<file path="config.mk">
export PLATFORM = sky130hd
export DESIGN_NAME = wb_stage
export DESIGN_NICKNAME = d
export VERILOG_FILES = /design/src/rtl/wb_stage.sv
export SDC_FILE = /design/constraint.sdc
export NUM_CORES = 1
export LEC_CHECK = 0
export BUFFER_PORTS_ARGS = -buffer_cell sky130_fd_sc_hd__buf_2
export CAP_MARGIN = 20
export CORE_MARGIN = 8
export CORE_UTILIZATION = 55
export DETAILED_ROUTE_END_ITERATION = 16
export PLACE_DENSITY = 0.82
export SLEW_MARGIN = 10
export SYNTH_ARGS = -nofsm -noshare
export SYNTH_HDL_FRONTEND = slang
export SYNTH_SLANG_ARGS = --single-unit
</file>
<file path="constraint.sdc">
create_clock -name clk -period 4 [get_ports clk]
set_input_delay 0.2 -clock clk [delete_from_list [all_inputs] [get_ports clk]]
set_output_delay 0.2 -clock clk [all_outputs]
set_load 0.02 [all_outputs]
</file>
<file path="src/rtl/wb_stage.sv">
// Write-back stage of the RV32I pipeline. It holds the MEM/WB register, waits on
// variable-latency load responses, aligns load data and drives the register-file write port.
module wb_stage #(
  parameter int unsigned MAX_WAIT     = 16,
  parameter logic [31:0] TIMEOUT_DATA = 32'hDEADBEEF
) (
  input  logic        clk,
  input  logic        rst,
  input  logic        ValidM,
  input  logic        RegWriteM,
  input  logic [1:0]  ResultSrcM,
  input  logic [2:0]  MemReadM,
  input  logic [4:0]  RdM,
  input  logic [31:0] AluResultM,
  input  logic [31:0] PCPlus4M,
  input  logic [31:0] ExtimmM,
  input  logic        FlushW,
  input  logic        dmem_rvalid,
  input  logic [31:0] dmem_rdata,
  output logic [31:0] ResultW,
  output logic        RegWriteW,
  output logic [4:0]  RdW,
  output logic        StallW,
  output logic [31:0] instret,
  output logic        load_err
);

  localparam int unsigned CNT_W = 8;

  typedef struct packed {
    logic        valid;
    logic        regwrite;
    logic [1:0]  src;
    logic [2:0]  memread;
    logic [4:0]  rd;
    logic [31:0] alu;
    logic [31:0] pc4;
    logic [31:0] imm;
  } wreg_t;

  typedef enum logic {S_IDLE, S_WAIT} state_t;

  wreg_t             w_q, w_d;
  state_t            state_q, state_d;
  logic [CNT_W-1:0]  cnt_q, cnt_d;
  logic              is_load;
  logic              complete;
  logic              timeout;
  logic              stall;
  logic [31:0]       load_data;
  logic [31:0]       mux_out;
  logic [7:0]        sel_byte;
  logic [15:0]       sel_half;

  // Next W-register contents; a flush kills the entry on its way in.
  always_comb begin
    w_d          = '0;
    w_d.valid    = ValidM & ~FlushW;
    w_d.regwrite = RegWriteM;
    w_d.src      = ResultSrcM;
    w_d.memread  = MemReadM;
    w_d.rd       = RdM;
    w_d.alu      = AluResultM;
    w_d.pc4      = PCPlus4M;
    w_d.imm      = ExtimmM;
  end

  assign is_load = (w_q.src == 2'b01) && (w_q.memread != 3'b000) && (w_q.memread <= 3'b101);

  // Load handshake: decide stall, completion and timeout for the current entry.
  always_comb begin
    state_d  = state_q;
    cnt_d    = cnt_q;
    stall    = 1'b0;
    complete = 1'b0;
    timeout  = 1'b0;
    case (state_q)
      S_IDLE: begin
        if (w_q.valid && is_load && !dmem_rvalid) begin
          stall   = 1'b1;
          state_d = S_WAIT;
          cnt_d   = CNT_W'(1);
        end else if (w_q.valid) begin
          complete = 1'b1;
        end
      end
      S_WAIT: begin
        if (FlushW) begin
          state_d = S_IDLE;
          cnt_d   = '0;
        end else if (dmem_rvalid) begin
          complete = 1'b1;
          state_d  = S_IDLE;
          cnt_d    = '0;
        end else if (cnt_q == CNT_W'(MAX_WAIT)) begin
          complete = 1'b1;
          timeout  = 1'b1;
          state_d  = S_IDLE;
          cnt_d    = '0;
        end else begin
          stall = 1'b1;
          cnt_d = cnt_q + CNT_W'(1);
        end
      end
      default: begin
        state_d = S_IDLE;
        cnt_d   = '0;
      end
    endcase
  end

  // Byte/halfword selection from the word-aligned response.
  always_comb begin
    case (w_q.alu[1:0])
      2'b00:   sel_byte = dmem_rdata[7:0];
      2'b01:   sel_byte = dmem_rdata[15:8];
      2'b10:   sel_byte = dmem_rdata[23:16];
      default: sel_byte = dmem_rdata[31:24];
    endcase
    sel_half = w_q.alu[1] ? dmem_rdata[31:16] : dmem_rdata[15:0];
    case (w_q.memread)
      3'b001:  load_data = {{24{sel_byte[7]}}, sel_byte};
      3'b010:  load_data = {{16{sel_half[15]}}, sel_half};
      3'b100:  load_data = {24'h0, sel_byte};
      3'b101:  load_data = {16'h0, sel_half};
      default: load_data = dmem_rdata;
    endcase
  end

  always_comb begin
    case (w_q.src)
      2'b00:   mux_out = w_q.alu;
      2'b01:   mux_out = load_data;
      2'b10:   mux_out = w_q.pc4;
      default: mux_out = w_q.imm;
    endcase
  end

  assign ResultW   = timeout ? TIMEOUT_DATA : mux_out;
  assign RegWriteW = complete & w_q.regwrite & (w_q.rd != 5'd0);
  assign RdW       = w_q.rd;
  assign StallW    = stall;

  always_ff @(posedge clk or negedge rst) begin
    if (!rst) begin
      w_q      <= '0;
      state_q  <= S_IDLE;
      cnt_q    <= '0;
      instret  <= '0;
      load_err <= 1'b0;
    end else begin
      state_q <= state_d;
      cnt_q   <= cnt_d;
      if (!stall) w_q <= w_d;
      if (complete) instret <= instret + 32'd1;
      if (timeout) load_err <= 1'b1;
    end
  end

endmodule

</file>
---- After elaboration in Yosys (flattened, before gate mapping) ----
Index checks and enable logic that the tools add are counted.
operators by class
  add/subtract/negate cells ............... 2
  muxes and demuxes ....................... 24
  equality and inequality tests ........... 10
  bitwise operators ....................... 5
  magnitude comparators ................... 1
  reduce and logical (&&, ||, !) cells .... 9
operators by type and width
  cell                                                             number
  32-bit one-hot mux with 4 select lines                           1
  32-bit one-hot mux with 3 select lines                           1
  32-bit by 1-bit adder with 32-bit output, second input constant  1
  32-bit two-way mux                                               1
  8-bit two-way mux                                                4
  8-bit one-hot mux with 3 select lines                            1
  16-bit two-way mux                                               1
  8-bit one-hot mux with 2 select lines                            1
  1-bit two-way mux                                                12
  8-bit by 1-bit adder with 8-bit output, second input constant    1
  8-bit by 5-bit == test with 1-bit output, second input constant  1
  3-bit == test, second input constant                             2
  5-bit nonzero test                                               1
  2-bit by 1-bit == test with 1-bit output, second input constant  2
  2-bit == test, second input constant                             2
  1-bit logical AND                                                4
  2-bit logical NOT                                                2
  1-bit one-hot mux with 2 select lines                            2
  1-bit AND                                                        3
  3-bit by 1-bit == test with 1-bit output, second input constant  1
  3-bit by 2-bit == test with 1-bit output, second input constant  1
  3-bit less-or-equal comparator, second input constant            1
  3-bit nonzero test                                               1
  2-bit inequality test, second input constant                     1
  other kinds (2)                                                  3
storage, ports and cells
  flip-flop bits (word level) ............. 150
  output and inout bits ................... 72
  bits of input ports ..................... 144
  word-level logic and storage cells ...... 63

---- Logic depth before layout (Yosys ltp) ----
Gate-level depths: netlist of the first run.
  depth in word-level cells ............... 9
  depth in mapped cells ................... 9
  gate-level depth less buffers ........... 7

---- Least setup slack after synthesis of the first run ----
No wires, ideal clock.
  path type ............................... register to output
  start ................................... reg w_q[65] in the netlist's numbering
  end ..................................... out ResultW[16]
  cell stages (with the launch flop) ...... 8
  setup slack ............................. 1.773 ns
  required time ........................... 3.800 ns
  arrival ................................. 2.027 ns
  buffers on the path ..................... 3
  cells stage by stage .................... dfrtp_1 > buf_2 > mux4_2 > o21ai_0 > or3_1 > clkbuf_1 > buf_2 > o211ai_1
between the ends
  cells in the longest elaborated chain, start to end .. 5
  elaborated cells on any way between the ends .. 8
  those cells by class .................... eq/ne: 2; mux: 5; reduce/logical: 1
ends and longest elaborated chain
  element                                   RTL line  RTL
  from (decl)                               43        wreg_t w_q, w_d;
  from (signal assigned)                    154       if (!stall) w_q <= w_d;
  2-bit == test (tied with other cells)     114       case (w_q.alu[1:0])
  8-bit one-hot mux with 3 select lines     114
  32-bit one-hot mux with 4 select lines *  121       case (w_q.memread)
  32-bit one-hot mux with 3 select lines *  131       case (w_q.src)
  32-bit two-way mux *                      139       assign ResultW = timeout ? TIMEOUT_DATA : mux_out;
  to (decl)                                 20        output logic [31:0] ResultW,
Every way passes the cells marked *; elsewhere a longest branch is shown, timed or not.

---- Final worst setup path of the first run ----
  start ................................... reg w_q[103] in the netlist's numbering
  end ..................................... out ResultW[13]
between the ends
  cells in the longest elaborated chain, start to end .. 4
  elaborated cells on any way between the ends .. 7
  those cells by class .................... eq/ne: 4; mux: 3
ends and longest elaborated chain
  element                                   RTL line
  3-bit == test (tied with other cells)     121
  32-bit one-hot mux with 4 select lines *  121
  32-bit one-hot mux with 3 select lines *  131
  32-bit two-way mux *                      139
Marked as above.

==> results of run 1 <==
-- sequential cells by signal (all words and copies together) (netlist names) --
| register | flops |
|---|---|
| instret | 32 |
| RdW | 5 |
| state_q | 1 |
| load_err | 1 |
| cnt_q | 8 |
| w_q | 103 |
-- cells by family after synthesis --
logic type | Yosys count | synth area share [%]
buffers and inverters | 66 | 4.24
AOI/OAI and AO/OA | 144 | 11.9
xor gates and xnor gates | 33 | 3.41
adders and majority gates | 3 | 0.444
muxes | 161 | 26.7
DFF | 150 | 44.3
and+or+nand+nor | 150 | 8.94
-- final timing paths --
kind                                     to  slack, ns  depth (start not counted)
worst max-delay path            ResultW[13]       0.65                          6
worst min-delay path                w_q[74]       0.01                          2
worst max register to register      w_q[56]       0.99                          6
worst min register to register     load_err       0.46                          1
max in group asynchronous           w_q[61]       2.60                          3
min in group asynchronous            RdW[4]       0.39                          2
-- report_power, final --
group          leakage, nW  switching, mW  internal, mW
registers             1.78         0.0913          1.62
logic                 2.85          0.429         0.381
clock network        0.282          0.633         0.997
total                 4.91           1.15          3.00
-- final cells by class --
type	count	area, um^2	area share [%]
multi-input cells	491	4370	41.6
inverters	14	52.6	0.500
flip-flops and latches	150	3750	35.7
diodes	5	12.5	0.119
well taps	188	235	2.24
clock inverters	12	153	1.45
clock buffers	20	447	4.25
repair buffers	256	1490	14.2
-- metrics by stage --
step | worst slack, ns | total power, mW | area, um^2 | utilization [%] | cells
floorplan | 1.77 | 2.22 | 8460 | - | 707
global placement | 1.11 | 2.50 | 9660 | 63.8 | 1074
detailed placement | 1.04 | 2.52 | 9660 | 63.8 | 1074
CTS | 0.711 | 4.17 | 10500 | 69.1 | 1127
global route | 0.523 | 4.32 | 10500 | 69.5 | 1136
finish | 0.654 | 4.15 | 10500 | 69.5 | 1136
-- worst reg2reg max path, cell delays in order, from the launching register on --
cell and delay [ns]:
dfrtp_1 0.86, nor3_1 0.15, a2111o_1 0.49, o21ai_4 0.32, buf_12 0.34, buf_4 0.40
mux2_4 0.34
-- cells in the final DEF (no fill, tap or decap), types with 4 or more instances in the layout --
cell type	count
a22oi_1	26
mux2_2	49
and3_1	4
nor4_1	5
a2bb2oi_1	7
o211a_1	8
xor2_1	19
o211ai_1	31
inv_1	14
diode_2	5
nor3b_1	8
o21ai_0	29
dfrtp_1	149
clkbuf_16	17
nor2_1	38
dlygate4sd3_1	25
clkinvlp_4	4
nand2b_1	8
mux2i_1	7
nand2_1	28
mux4_2	8
mux2_4	97
xnor2_1	13
o22ai_1	7
nand3_1	15
a21oi_1	19
buf_4	13
nand4_1	5
nor3_1	23
buf_2	214
-- routing by layer --
| layer | share of wire (%) | routed length, um | vias to the layer above |
|---|---|---|---|
| met2 | 48 | 11500 | 281 |
| met1 | 43 | 10300 | 3316 |
| met4 | 2.0 | 476 | 4 |
| met5 | 0.092 | 22 | - |
| met3 | 6.7 | 1610 | 32 |
| li1 | - | - | 3054 |
-- repair_timing --
action / 4_1_cts / 5_1_grt
resized for setup: 0 / 0
hold buffers: 21 / 4
hold endpoints to repair: 95 / 4
==> qor.yml, run 1 <==
status:
  status: "completed"
route:
  wl_mm: 23.9
  drtIter0Drc: 396
  vias_per_cell: 5.89
  vias: 6687
  route.detailed.drc: 0
  post_drt_wl_per_cell_um: 21.1
  antenna_left: 0
  first_pass_iters: 5
worst_setup_path:
  required_ns: 3.80
  worstPathBufferInverterCount: 2
  rr_startpoint: "w_q[103]"
  cp_max_fo: 25
  start_kind: "register"
  endpoint_kind: "output port"
  cpMaxStageDelayCell: "dfrtp_1"
  crit_start: "w_q[103]"
  cp_cell_sequence: "nor2_1, xnor2_2, buf_4, o21ai_0, o211ai_1, buf_2"
  cp_top_family: "flip-flops"
  crit_type: "reg2out"
  cp_slowest_stage_delay_ns: 0.86
  crit_arrival_ns: 3.15
clock_tree:
  cts_max_level: 4
  clockBufferDepth: 2
  cts_sinks: 150
  cts.clk_slew.worst_paths_ns: 0.06
  clkLatencyLatePin_ns: 0.42
  cts_root_buffer: "clkbuf_16"
  post_cts_buffers: 0
  cts_tree: "built"
  cts_buffers: 17
sta:
  tns_ns: 0
  maxSlewHeadroom_pct: 33.5
  fmax_ghz: 0.299
  worst_pin_slew_ns: 0.989
  maxSlewViolCount: 0
  period_minus_slack_ns: 3.35
  hold_viol: 0
  rsz0062_at_grt: "no"
  fin_crit_sh_pct: 83.7
  timing.hold.ws_ns: 0.0143
  finClkSkew_ns: 0.0127
  finalSetupViolations: 0
final_layout:
  nets: 1077
  drive_above_1_share_pct: 45.3
  n_fill_cell: 1093
  syn_to_final_growth_pct: 24.3
synthesis:
  syn_area_mm2: 0.00846
  synth.avg_cell_area_um2: 12.0
  synth_ff_type: "dfrtp_1"
  synthArstFlopShare_pct: 100
  syn_nets: 854
  synth_area_leaders: "dfrtp_1 44%, mux2_4 17%, mux2_2 6.5%, o211ai_1 2.7%, a22oi_1 2.3%"
  yosysTopAreaCell: "dfrtp_1"
  synth_most_common_cell: "dfrtp_1"
  synth_top_area_share_pct: 44.3
  synth_seq_cells: 150
  ys_seq_area_share_pct: 44.3
  syn_inst: 707
  synth_edf_count: 0
  yosys_warnings: 0
  synthDistinctLibCells: 54
  synthTopCellsByCount: "150 x dfrtp_1, 97 x mux2_4, 49 x mux2_2"
grt:
  use_met1_pct: 31.0
  antenna_found_initial: 7
  grt_pass1_wl_mm: 38.0
  met3_usage_pct: 6.66
  use_met2_pct: 39.2
  first_global_vias: 6928
  grt.busiest_layer: "met2"
  overflow: 0
  grt_usage_pct: 24.4
  grt_max_degree: 78
power:
  p_leak_nw: 4.91
  power_density_mw_per_mm2: 395
  ir_drop_uv: 334
die:
  ios: 216
  fp.dieH_um: 140
  start_util_pct: 55.9
  die_w_um: 140
  core_area_mm2: 0.0151
  design.die.area_mm2: 0.0196
  rows: 45
place:
  io_buffers: 215
  routabilityCongestion: 0.838
  dp_hpwl_mm: 16.7
worst_hold_path:
  hp-start: "AluResultM[10]"
  min_path_type: "in2reg"
flow_run:
  cap_violations: 0
No activity file was read; power rests on OpenSTA's default activity.
==> inputs of run 2 (changes only) <==
- CORE_UTILIZATION: 55 -> 54
- PLACE_DENSITY: 0.82 -> 0.81
- clock period: 4 -> 3.4 ns (I/O delays scaled with it)
==> qor.yml, run 2 (synthesized netlist as in run 1, its figures left out) <==
final_layout:
  regArea_mm2: 0.00375  # unchanged
  drive_above_1_share_pct: 42.5  # -2.8 points
  layout_commonest_cell: "buf_2"
  reg.largest.list: "w_q: 103 flops, instret: 32 flops, cnt_q: 8 flops"
  multi_input_area_mm2: 0.00437  # unchanged
  n_fill_cell: 987  # -9.7%
  stdcell_count: 1245  # +9.6%
  final_util_pct: 74.7  # +5.3 points
  largest_reg_flops: 103  # unchanged
  top_register: "w_q"
  nets: 1165  # +8.2%
  layout_common_cells: "214 x buf_2, 149 x dfrtp_1, 104 x dlygate4sd3_1, 97 x mux2_4, 49 x mux2_2"
  syn_to_final_growth_pct: 34.7
clock_tree:
  cts_root_buffer: "clkbuf_16"
  cts_sinks: 150  # unchanged
  cts_max_level: 4  # unchanged
  cts.clk_slew.worst_paths_ns: 0.06  # about the same
  clkLatencyLatePin_ns: 0.43  # about the same
  cts_buffers: 17  # unchanged
  post_cts_buffers: 0  # unchanged
  clockBufferDepth: 2  # unchanged
  cts_tree: "built"
  cts_resized: 0  # unchanged
route:
  route.detailed.drc: 0  # unchanged
  post_drt_wl_per_cell_um: 21.9  # +4.2%
  antenna_left: 0  # unchanged
  vias_per_cell: 5.80  # -1.4%
  drtIter0Drc: 522  # +32%
  vias: 7227  # +8.1%
  first_pass_iters: 5  # unchanged
  wl_mm: 27.3  # +14%
grt:
  grt_pass1_wl_mm: 43.1  # +13%
  grt_usage_pct: 27.8  # +3.4 points
  first_global_vias: 7886  # +14%
  grt_max_degree: 109  # +40%
  antenna_found_initial: 5  # -2
  overflow: 0  # unchanged
worst_setup_path:
  crit_arrival_ns: 2.93  # -0.22 ns
  cp_max_fo: 16  # -36%
  r2r-end: "w_q[60]"
  rr_startpoint: "w_q[102]"
  crit_path_end: "ResultW[17]"
  reg2reg_slack_ns: 0.68  # -0.31 ns
  reg2reg_depth: 6  # unchanged
  required_ns: 3.23  # -0.57 ns
  crit_type: "reg2out"
  crit_start: "w_q[64]"
  endpoint_kind: "output port"
  start_kind: "register"
sta:
  period_minus_slack_ns: 3.10
  fmax_ghz: 0.323
  maxSlewViolCount: 0  # unchanged
  fin_crit_sh_pct: 91.1
  hold_viol: 0  # unchanged
  finalSetupViolations: 0  # unchanged
  worst_pin_slew_ns: 0.982  # -0.00704 ns
  finClkSkew_ns: 0.0134  # +0.000696 ns
  tns_ns: 0  # unchanged
  maxSlewHeadroom_pct: 34.5  # +1.0 points
  rsz0062_at_grt: "no"
power:
  ir_drop_uv: 389  # +16%
  power.switching_mw: 1.46  # +27%
  switching_share_pct: 29.8  # +2.1 points
  power_frac_comb_pct: 21.6  # +2.1 points
  power_density_mw_per_mm2: 430  # +9.1%
  pwr-share-clk_pct: 37.2  # -2.1 points
  internal_power_mw: 3.44  # +15%
  power.total_mw: 4.91  # +18%
  power_frac_seq_pct: 41.1  # about the same
  p_leak_nw: 5.29  # +7.6%
die:
  design.die.area_mm2: 0.0199  # +1.6%
  ios: 216  # unchanged
  start_util_pct: 55.5  # -0.41 points
  rows: 45  # unchanged
  fp.dieH_um: 141  # +0.82%
  core_area_mm2: 0.0153  # +0.74%
  die_w_um: 141  # +0.82%
place:
  dp_hpwl_mm: 17.7  # +6.0%
  io_buffers: 215  # unchanged
  routabilityCongestion: 0.847  # +1.1%
  post-place-cells: 1105  # +2.9%
flow_run:
  cap_violations: 0  # unchanged
status:
  status: "completed"
worst_hold_path:
  min_path_type: "in2reg"
  hp-start: "PCPlus4M[31]"
==> run 2: area by class of cell <==
type	count	area share (%)
Multi-Input combinational cell	491	38.4
Sequential cell	150	32.9
Timing Repair Buffer	344	20.9
Clock buffer	17	3.73
Tap cell	211	2.32
Clock inverter	15	1.27
Inverter	14	0.461
Antenna cell	3	0.0658
==> run 2: worst min path at each step <==
stage / end / cells past startpoint
after floorplan: RdW[0] / 0
after global placement: instret[0] / 1
after detailed placement: load_err / 1
after CTS: w_q[62] / 2
after global routing: w_q[62] / 2
final: w_q[63] / 2
==> run 2: worst max-delay path, cell delays in order (launching register included) <==
cell and delay, ns:
dfrtp_1 0.70, mux4_2 0.35, o21ai_0 0.08, or3_1 0.67, o211ai_1 0.32, o211a_1 0.21, buf_2 0.17
==> run 2: power groups by stage <==
stage                     Combinational [mW]  Clock (mW)  Sequential [mW]
after floorplan                        0.571           0             2.04
after global placement                 0.926           0             2.04
after detailed placement               0.945           0             2.04
after CTS                               1.04        1.85             2.01
after global routing                    1.14        1.93             2.03
final                                   1.06        1.83             2.02
==> run 2: what timing repair did <==
item / in CTS / in global routing
hold endpoints to repair: 209 / 0
setup endpoints to repair: 0 / 0
hold buffers: 104 / 0
==> run 2: per-layer routing <==
metal  global-route usage (%)  vias to the layer above  share of wire (%)
met5                        0                        -              0.066
met3                     7.93                       77                7.8
met4                     14.1                        4                3.8
met1                     31.6                     3533                 38
li1                         -                     3221                  -
met2                     46.9                      392                 50
==> run 2: through the flow <==
step	setup slack [ns]	area, um^2	hold slack (ns)
6_report	0.301	11400	0.0241
5_1_grt	0.115	11400	0.00403
3_3_place_gp	0.811	9770	0.363
4_1_cts	0.308	11400	0.000955
3_5_place_dp	0.736	9770	0.375
2_1_floorplan	1.20	8460	-0.126
==> inputs of run 3 (changes only) <==
- GPL_ROUTABILITY_DRIVEN: default -> 1
- RECOVER_POWER: default -> 50
- REMOVE_ABC_BUFFERS: default -> 1
==> qor.yml, run 3 (synthesized netlist as in run 1, its figures left out) <==
status:
  status: "finished with violations"
  violations: "max-capacitance violations, max-slew violations"
route:
  route.detailed.drc: 0  # unchanged
  post_drt_wl_per_cell_um: 21.4  # -2.5%
  wl_mm: 26.5  # -3.1%
  vias_per_cell: 5.86  # +0.90%
  antenna_left: 0  # unchanged
  vias: 7251  # +0.33%
  drtIter0Drc: 592  # +13%
  first_pass_iters: 5  # unchanged
worst_setup_path:
  cp_top_family: "compound AO/OA/AOI/OAI gates"
  crit_arrival_ns: 3.02  # +0.09 ns
  path_depth: 7  # +1
  crit_start: "w_q[103]"
  crit_type: "reg2out"
  endpoint_kind: "output port"
  cp_max_fo: 15  # -1
  rr_startpoint: "w_q[103]"
  start_kind: "register"
  cp_cell_sequence: "buf_4, or3b_2, o21ai_1, a21oi_1, o211ai_1, o211a_1, buf_2"
  r2r-end: "w_q[67]"
  required_ns: 3.23  # about the same
  cp_slowest_stage_delay_ns: 0.54  # -0.16 ns
  reg2reg_depth: 5  # -1
  cpMaxStageDelayCell: "dfrtp_1"
  worstPathBufferInverterCount: 2  # +1
  reg2reg_slack_ns: 0.69  # about the same
  crit_path_end: "ResultW[8]"
sta:
  timing.hold.ws_ns: 0.00955  # -0.0146 ns
  rsz0062_at_grt: "no"
  tns_ns: 0  # unchanged
  finalSetupViolations: 0  # unchanged
  maxSlewHeadroom_pct: -35.3  # -70 points
  fmax_ghz: 0.314  # -2.7%
  maxSlewViolCount: 80  # +80
  period_minus_slack_ns: 3.19  # +0.0866 ns
  hold_viol: 0  # unchanged
  worst_pin_slew_ns: 2.03  # +1.05 ns
  finClkSkew_ns: 0.0113  # -0.00204 ns
  finalWorstSetupSlack_ns: 0.215  # -0.0866 ns
  fin_crit_sh_pct: 93.7  # +2.5 points
clock_tree:
  cts_max_level: 4  # unchanged
  clockBufferDepth: 2  # unchanged
  post_cts_buffers: 0  # unchanged
  cts.clk_slew.worst_paths_ns: 0.06  # about the same
  cts_sinks: 150  # unchanged
  cts_root_buffer: "clkbuf_16"
  clkLatencyLatePin_ns: 0.43  # about the same
  cts_tree: "built"
  cts_buffers: 17  # unchanged
grt:
  grt_usage_pct: 26.9  # -0.88 points
  grt_pass1_wl_mm: 42.0  # -2.5%
  first_global_vias: 7623  # -3.3%
  grt_max_degree: 81  # -26%
  overflow: 0  # unchanged
  antenna_found_initial: 5  # unchanged
place:
  dp_hpwl_mm: 16.6  # -6.2%
  io_buffers: 215  # unchanged
  routabilityCongestion: 0.846  # -0.20%
  place_area_mm2: 0.00967  # -1.0%
  place_ws_ns: 0.617  # -0.119 ns
  post-place-cells: 1096  # -0.81%
final_layout:
  design_area_mm2: 0.0113  # -0.67%
  drive_above_1_share_pct: 38.0  # -4.5 points
  nets: 1157  # -0.69%
  final_util_pct: 74.2  # -0.50 points
  top_register: "w_q"
  n_fill_cell: 996  # +0.91%
  reg.largest.list: "w_q: 103 flops, instret: 32 flops, cnt_q: 8 flops"
  layout_common_cells: "176 x buf_2, 149 x dfrtp_1, 104 x dlygate4sd3_1, 97 x mux2_4, 49 x mux2_2"
  syn_to_final_growth_pct: 33.8
  stdcell_count: 1238  # -0.56%
  layout_commonest_cell: "buf_2"
  largest_reg_flops: 103  # unchanged
worst_hold_path:
  min_path_type: "in2reg"
die:
  design.die.area_mm2: 0.0199  # unchanged
  die_w_um: 141  # unchanged
  start_util_pct: 55.5  # unchanged
  fp.dieH_um: 141  # unchanged
  core_area_mm2: 0.0153  # unchanged
  ios: 216  # unchanged
  rows: 45  # unchanged
power:
  power_density_mw_per_mm2: 452  # +5.0%
  p_leak_nw: 5.15  # -2.6%
  ir_drop_uv: 382  # -1.9%
  power.total_mw: 5.12  # +4.2%
flow_run:
  cap_violations: 1  # +1
==> run 3: power breakdown <==
part | internal, mW | switching [mW] | total [mW]
Sequential | 1.91 | 0.109 | 2.01
Combinational | 0.504 | 0.545 | 1.05
Clock | 1.30 | 0.752 | 2.05
==> run 3: final cells by class <==
type	count	area, um^2	share of cell area, %
diodes	6	15.0	0.133
inverters	14	52.6	0.464
flip-flops and latches	150	3750	33.2
clock inverters	11	198	1.75
clock buffers	19	433	3.82
multi-input cells	491	4370	38.6
well taps	211	264	2.33
repair buffers	336	2240	19.8
==> run 3: how the worst min path moves through the flow <==
stage | startpoint | end | depth (start not counted)
final | AluResultM[3] | w_q[67] | 2
after CTS | AluResultM[3] | w_q[67] | 2
after floorplan | rst | RdW[0] | 0
after detailed placement | rst | w_q[26] | 1
after global placement | rst | w_q[26] | 1
after global routing | PCPlus4M[16] | w_q[48] | 2
==> run 3: routing by layer <==
metal / part of all wire [%] / track usage (%) / routed length [um]
met5: 0 / 0 / 0
met4: 4.6 / 14.0 / 1210
met1: 39 / 32.3 / 10200
met2: 50 / 44.4 / 13300
met3: 6.7 / 6.08 / 1780
==> run 3: repair_timing <==
action,4_1_cts,5_1_grt
hold buffers,104,0
gates resized for setup,0,0
hold endpoints to repair,182,0
